### src/rtl/mskaes_32bits_key_sched_multi.sv
// Masked AES key schedule: emits round-key words one shared 32-bit column at a time via a shared Sbox port.
// Optional feature macro MSKAES_KS_MULTISIZE_EN enables AES-192/256 (8-word store); default is AES-128 only.
module mskaes_32bits_key_sched_multi #(
  parameter int unsigned d      = 2,
  parameter int unsigned SB_LAT = 4
) (
  input  logic              clk,
  input  logic              rst,
  input  logic              in_valid,
  output logic              in_ready,
  input  logic [1:0]        key_size,
  input  logic [256*d-1:0]  sh_key,
  output logic [32*d-1:0]   sh_sb_out,
  output logic              sb_req,
  input  logic [32*d-1:0]   sh_sb_in,
  output logic              rk_valid,
  input  logic              rk_ready,
  output logic [32*d-1:0]   sh_rk,
  output logic [5:0]        rk_idx,
  output logic              rk_last
);

  localparam int unsigned WW = 32 * d;
`ifdef MSKAES_KS_MULTISIZE_EN
  localparam int unsigned NS = 8;
`else
  localparam int unsigned NS = 4;
`endif
  localparam int unsigned IW = $clog2(NS);
  localparam int unsigned CW = $clog2(SB_LAT + 1);

  typedef enum logic [1:0] {S_IDLE, S_EMIT, S_SB_WAIT} state_e;

  state_e                 state_q, state_d;
  logic [NS-1:0][WW-1:0]  st_q, st_d;
  logic [WW-1:0]          rk_q, rk_d, sb_out_q, sb_out_d;
  logic [5:0]             idx_q, idx_d;
  logic [2:0]             pos_q, pos_d;
  logic [3:0]             nk_q, nk_d;
  logic [7:0]             rcon_q, rcon_d;
  logic [CW-1:0]          cnt_q, cnt_d;
  logic                   rot_q, rot_d;
  logic                   in_ready_q, in_ready_d, rk_valid_q, rk_valid_d;
  logic                   sb_req_q, sb_req_d, rk_last_q, rk_last_d;

  logic [3:0]             nk_load_c;
  logic [5:0]             nw_c, idx_nx_c;
  logic [2:0]             pos_nx_c;
  logic [WW-1:0]          w_prev_c, w_old_c, new_c;
  logic                   shift_c;

`ifdef MSKAES_KS_MULTISIZE_EN
  always_comb begin
    case (key_size)
      2'd1:    nk_load_c = 4'd6;
      2'd2:    nk_load_c = 4'd8;
      default: nk_load_c = 4'd4;
    endcase
  end
`else
  logic unused_cfg;
  assign nk_load_c  = 4'd4;
  assign unused_cfg = ^{key_size, sh_key[256*d-1:128*d]};
`endif

  // RotWord applied independently to every share
  function automatic logic [WW-1:0] rot_shares(input logic [WW-1:0] x);
    logic [WW-1:0] y;
    y = '0;
    for (int s = 0; s < int'(d); s++) y[s*32 +: 32] = {x[s*32 +: 24], x[s*32+24 +: 8]};
    return y;
  endfunction

  // Store holds w[i-Nk+1..i] once i >= Nk-1; before that it still holds the raw key
  assign nw_c     = (nk_q == 4'd6) ? 6'd52 : (nk_q == 4'd8) ? 6'd60 : 6'd44;
  assign idx_nx_c = idx_q + 6'd1;
  assign pos_nx_c = (pos_q == 3'(nk_q - 4'd1)) ? 3'd0 : pos_q + 3'd1;
  assign w_prev_c = st_q[IW'(nk_q - 4'd1)];
  assign w_old_c  = st_q[0];

  always_comb begin
    state_d    = state_q;
    st_d       = st_q;
    rk_d       = rk_q;
    sb_out_d   = sb_out_q;
    idx_d      = idx_q;
    pos_d      = pos_q;
    nk_d       = nk_q;
    rcon_d     = rcon_q;
    cnt_d      = cnt_q;
    rot_d      = rot_q;
    in_ready_d = in_ready_q;
    rk_valid_d = rk_valid_q;
    sb_req_d   = 1'b0;
    rk_last_d  = rk_last_q;
    new_c      = '0;
    shift_c    = 1'b0;
    case (state_q)
      S_IDLE: begin
        if (in_valid) begin
          for (int j = 0; j < int'(NS); j++)
            st_d[j] = (4'(j) < nk_load_c) ? sh_key[j*WW +: WW] : '0;
          nk_d       = nk_load_c;
          idx_d      = 6'd0;
          pos_d      = 3'd0;
          rcon_d     = 8'h01;
          rk_d       = sh_key[WW-1:0];
          rk_valid_d = 1'b1;
          in_ready_d = 1'b0;
          rk_last_d  = 1'b0;
          state_d    = S_EMIT;
        end
      end
      S_EMIT: begin
        if (rk_ready) begin
          if (idx_q == nw_c - 6'd1) begin
            rk_valid_d = 1'b0;
            rk_last_d  = 1'b0;
            in_ready_d = 1'b1;
            state_d    = S_IDLE;
          end else begin
            idx_d = idx_nx_c;
            pos_d = pos_nx_c;
            if (idx_nx_c < 6'(nk_q)) begin
              rk_d = st_q[IW'(idx_nx_c)];
            end else if (pos_nx_c == 3'd0 || (nk_q == 4'd8 && pos_nx_c == 3'd4)) begin
              rot_d      = (pos_nx_c == 3'd0);
              sb_out_d   = (pos_nx_c == 3'd0) ? rot_shares(w_prev_c) : w_prev_c;
              sb_req_d   = 1'b1;
              cnt_d      = '0;
              rk_valid_d = 1'b0;
              rk_last_d  = 1'b0;
              state_d    = S_SB_WAIT;
            end else begin
              new_c     = w_prev_c ^ w_old_c;
              shift_c   = 1'b1;
              rk_d      = new_c;
              rk_last_d = (idx_nx_c == nw_c - 6'd1);
            end
          end
        end
      end
      S_SB_WAIT: begin
        if (cnt_q == CW'(SB_LAT)) begin
          new_c = sh_sb_in ^ w_old_c;
          if (rot_q) begin
            new_c[31:24] = new_c[31:24] ^ rcon_q;
            rcon_d       = {rcon_q[6:0], 1'b0} ^ (rcon_q[7] ? 8'h1b : 8'h00);
          end
          shift_c    = 1'b1;
          rk_d       = new_c;
          rk_valid_d = 1'b1;
          rk_last_d  = (idx_q == nw_c - 6'd1);
          state_d    = S_EMIT;
        end else begin
          cnt_d = cnt_q + CW'(1);
        end
      end
      default: state_d = S_IDLE;
    endcase
    if (shift_c) begin
      for (int j = 0; j < int'(NS); j++)
        st_d[j] = (4'(j) == nk_q - 4'd1) ? new_c : st_q[IW'((j + 1) % int'(NS))];
    end
  end

  always_ff @(posedge clk or posedge rst) begin
    if (rst) begin
      state_q    <= S_IDLE;
      st_q       <= '0;
      rk_q       <= '0;
      sb_out_q   <= '0;
      idx_q      <= '0;
      pos_q      <= '0;
      nk_q       <= '0;
      rcon_q     <= '0;
      cnt_q      <= '0;
      rot_q      <= 1'b0;
      in_ready_q <= 1'b1;
      rk_valid_q <= 1'b0;
      sb_req_q   <= 1'b0;
      rk_last_q  <= 1'b0;
    end else begin
      state_q    <= state_d;
      st_q       <= st_d;
      rk_q       <= rk_d;
      sb_out_q   <= sb_out_d;
      idx_q      <= idx_d;
      pos_q      <= pos_d;
      nk_q       <= nk_d;
      rcon_q     <= rcon_d;
      cnt_q      <= cnt_d;
      rot_q      <= rot_d;
      in_ready_q <= in_ready_d;
      rk_valid_q <= rk_valid_d;
      sb_req_q   <= sb_req_d;
      rk_last_q  <= rk_last_d;
    end
  end

  assign in_ready  = in_ready_q;
  assign rk_valid  = rk_valid_q;
  assign sb_req    = sb_req_q;
  assign sh_sb_out = sb_out_q;
  assign sh_rk     = rk_q;
  assign rk_idx    = idx_q;
  assign rk_last   = rk_last_q;

endmodule

### config.mk
export PLATFORM = sky130hd
export DESIGN_NAME = mskaes_32bits_key_sched_multi
export DESIGN_NICKNAME = d
export VERILOG_FILES = /design/src/rtl/mskaes_32bits_key_sched_multi.sv
export SDC_FILE = /design/constraint.sdc
export NUM_CORES = 1
export LEC_CHECK = 0
export CAP_MARGIN = 20
export CORE_AREA = 2 2 282 284
export CTS_CLUSTER_SIZE = 8
export DETAILED_ROUTE_END_ITERATION = 8
export DIE_AREA = 0 0 284 286
export SYNTH_ARGS = -nofsm -noshare
export SYNTH_HDL_FRONTEND = slang
export SYNTH_SLANG_ARGS = --single-unit
### constraint.sdc
create_clock -name clk -period 38.1 [get_ports clk]
set_input_delay 3.81 -clock clk [delete_from_list [all_inputs] [get_ports clk]]
set_output_delay 3.81 -clock clk [all_outputs]
set_load 0.02 [all_outputs]
==> run_results.csv <==
group,metric,value,unit
outcome,status,"finished clean",
routing,drt_iter0_drc,2210,
synthesis,ys_seq_elements,412,
synthesis,synth_area_leader_cell,"dfrtp_1",
sta,min_period,8010,ps
clock_network,numCtsBuffers,59,
clock_network,clock_latency,610,ps
routing,first_pass_iters,5,
routing,postRouteAntennaNets,0,
clock_network,cts.clk_slew.worst_paths,50,ps
cells_and_area,nets,3601,
routing,vias,22983,
power_and_ir_drop,total_power,2680,uW
floorplan,start_util,32.7,%
global_route,grt_pass1_vias,22974,
cells_and_area,final_cells,4091,
setup_path,r2r_cells,8,
power_and_ir_drop,ir_drop,0.0000422,V
cells_and_area,drive_gt1_share,11.2,%
synthesis,synth.area.top_cells,"dfrtp_1, mux4_2, o21ai_0, nor2_1, a2bb2oi_1",
setup_path,crit_required,38580,ps
floorplan,io_pins,720,
setup_path,crit_slowest_cell,"nand3_2",
place,dp_hpwl,63200,um
hold_path,holdCritPathClass,"reg -> reg",
global_route,grt_overflow,0,
power_and_ir_drop,powerDensity,83.3,mW/mm^2
global_route,track_usage,24.7,%
synthesis,synth_edf_count,0,
floorplan,die_area,0.0812,sq mm
place,gp_congestion,0.823,
setup_path,critPathKind,"in -> reg",
synthesis,avgSynthCellArea,9.32,sq um
place,place_area,0.0305,sq mm
cells_and_area,syn_to_final_growth,25.6,%
synthesis,syn_area,0.0256,sq mm
sta,setup_viol,0,
global_route,grt_max_degree,108,
setup_path,cp.arrival,8490,ps
floorplan,num_rows,103,
global_route,antenna_found_initial,26,
sta,timing.final.hold_violations,0,
clock_network,clockBufferDepth,3,
global_route,grt_pass1_wl,153000,um
synthesis,syn_inst,2747,
setup_path,crit_path_start_kind,"input pin",
routing,wl_per_cell,25.1,um
synthesis,yosysMostFrequentCell,"dfrtp_1",
floorplan,die_w,284,um
clock_network,clock_sinks,412,
synthesis,async_flop_share,100,%
synthesis,post_synth_num_cell_types,63,
routing,viasPerCell,5.62,
routing,drc,0,
synthesis,yosysTopAreaCellShare,40.2,%
setup_path,path_common_cell,"buf_4",
place,pre_cts_slack,29490,ps
sta,fmax,125,MHz
clock_network,post_cts_resized,0,
clock_network,cts_setup_buffers,0,
sta,drv_slew,0,
floorplan,coreArea,0.0784,sq mm
cells_and_area,fin_area,0.0321,sq mm
clock_network,cts-root-buf,"clkbuf_16",
floorplan,fp.dieH,286,um
flow_run,drv_cap,0,
synthesis,ys_seq_area_share,40.3,%
synthesis,syn_nets,3338,
sta,tightest_slew,1100,ps
sta,slew_headroom,26.7,%
synthesis,yosys_warnings,0,
setup_path,cp_max_fo,42,
clock_network,cts_hold_buffers,0,
routing,wl,103000,um
synthesis,ys.flop_type,"dfrtp_1",
synthesis,synthTopCellsByCount,"dfrtp_1, nor2_1, nand2_1, o21ai_0, clkbuf_1",
sta,fin_crit_sh,21.0,%
power_and_ir_drop,p_leak,0.0123,uW
place,placed_cells,3999,
hold_path,worst_hold_path.num_cells,2,
sta,tns,0,ps
sta,setup_slack,30090,ps
setup_path,cpPeakStageDelay,930,ps
clock_network,htree_levels,2,
setup_path,end_kind,"flop",
setup_path,worstPathCellList,"clkdlybuf4s50_1 > o211a_4 > buf_4 > nand3_2 > clkinv_2 > buf_4 > mux2_2",
sta,rsz0062_at_grt,"no",
place,io_buffer_count,461,
clock_network,cts_tree,"built",
sta,skew,15.7,ps
## layer usage
metal / global-route usage (%) / vias up / part of all wire, %
met5: 0 / - / 0.16
met4: 6.92 / 26 / 2.5
met3: 7.50 / 204 / 9.6
met2: 37.9 / 1012 / 44
met1: 33.8 / 11372 / 43
li1: - / 10369 / -
## state kept, by name (all words and copies together) (netlist names), 2 cells and up
name / cells
state_q: 2
sh_rk: 64
st_q: 192
pos_q: 3
rcon_q: 8
sh_sb_out: 64
cnt_q: 3
rk_idx: 6
w_old_c: 64
## final timing paths
path | start | to | slack [ps]
worst max register to register | rk_idx[0] | sh_sb_out[43] | 32490
worst min-delay path | sh_rk[36] | sh_rk[36] | 470
max in group asynchronous | rst | w_old_c[25] | 31950
worst max-delay path | rk_ready | sh_sb_out[43] | 30090
min in group asynchronous | rst | rk_idx[3] | 3780
worst min register to register | sh_rk[36] | sh_rk[36] | 470
## cell type report
class / instances / area (sq um)
inverter: 20 / 86.3
clock inverter: 3 / 46.3
tap: 1050 / 1310
sequential: 412 / 10300
fill: 7766 / 46200
multi-input combinational: 2016 / 13800
antenna: 12 / 30.0
clock buffer: 77 / 1570
timing repair buffer: 501 / 4910
## logic make-up after synthesis
logic type               Yosys count  share of synthesized area [%]
flip-flops                       412                           40.3
buffers and inverters            319                           6.05
AO/OA/AOI/OAI                    764                           20.2
multiplexers                     249                           14.1
AND/OR/NAND/NOR                  853                           14.1
XOR/XNOR                         141                           4.83
adder cells (fa/ha/maj)            9                          0.440
## power by group
part / total (uW) / switching, uW / internal [uW]
Clock: 490 / 202 / 288
Sequential: 857 / 226 / 631
Combinational: 1330 / 689 / 640
## through the flow
step	hold slack, ps	utilization (%)
5_1_grt	495	41.0
4_1_cts	476	41.0
2_1_floorplan	477	-
3_3_place_gp	459	38.9
3_5_place_dp	465	38.9
6_report	474	41.0
## cells in the final DEF, fill, tap and decap left out, types with 4 or more instances in the layout
master and count:
a21oi_1 9, a221oi_1 63, a2bb2oi_1 128, a31oi_1 65
buf_4 40, clkbuf_1 15, clkbuf_16 59, clkdlybuf4s50_1 461
dfrtp_1 409, diode_2 12, ha_1 5, ha_4 4
inv_1 16, mux2_2 75, mux2_4 42, mux2i_1 66
mux4_2 64, nand2_1 295, nand2b_1 4, nand3_1 76
nand4_1 6, nor2_1 327, nor2b_1 65, nor3_1 66
o21a_1 9, o21ai_0 266, o21ai_1 59, o22ai_1 53
o22ai_2 19, o31ai_1 65, xnor2_1 17, xor2_1 124
## worst max-delay path: cells and delay by family
kind,cells,cell delay (ps)
mux,1,400
buf+inv,4,2680
simple gates,1,930
compound gates,1,540
(Power assumes the default switching activity.)
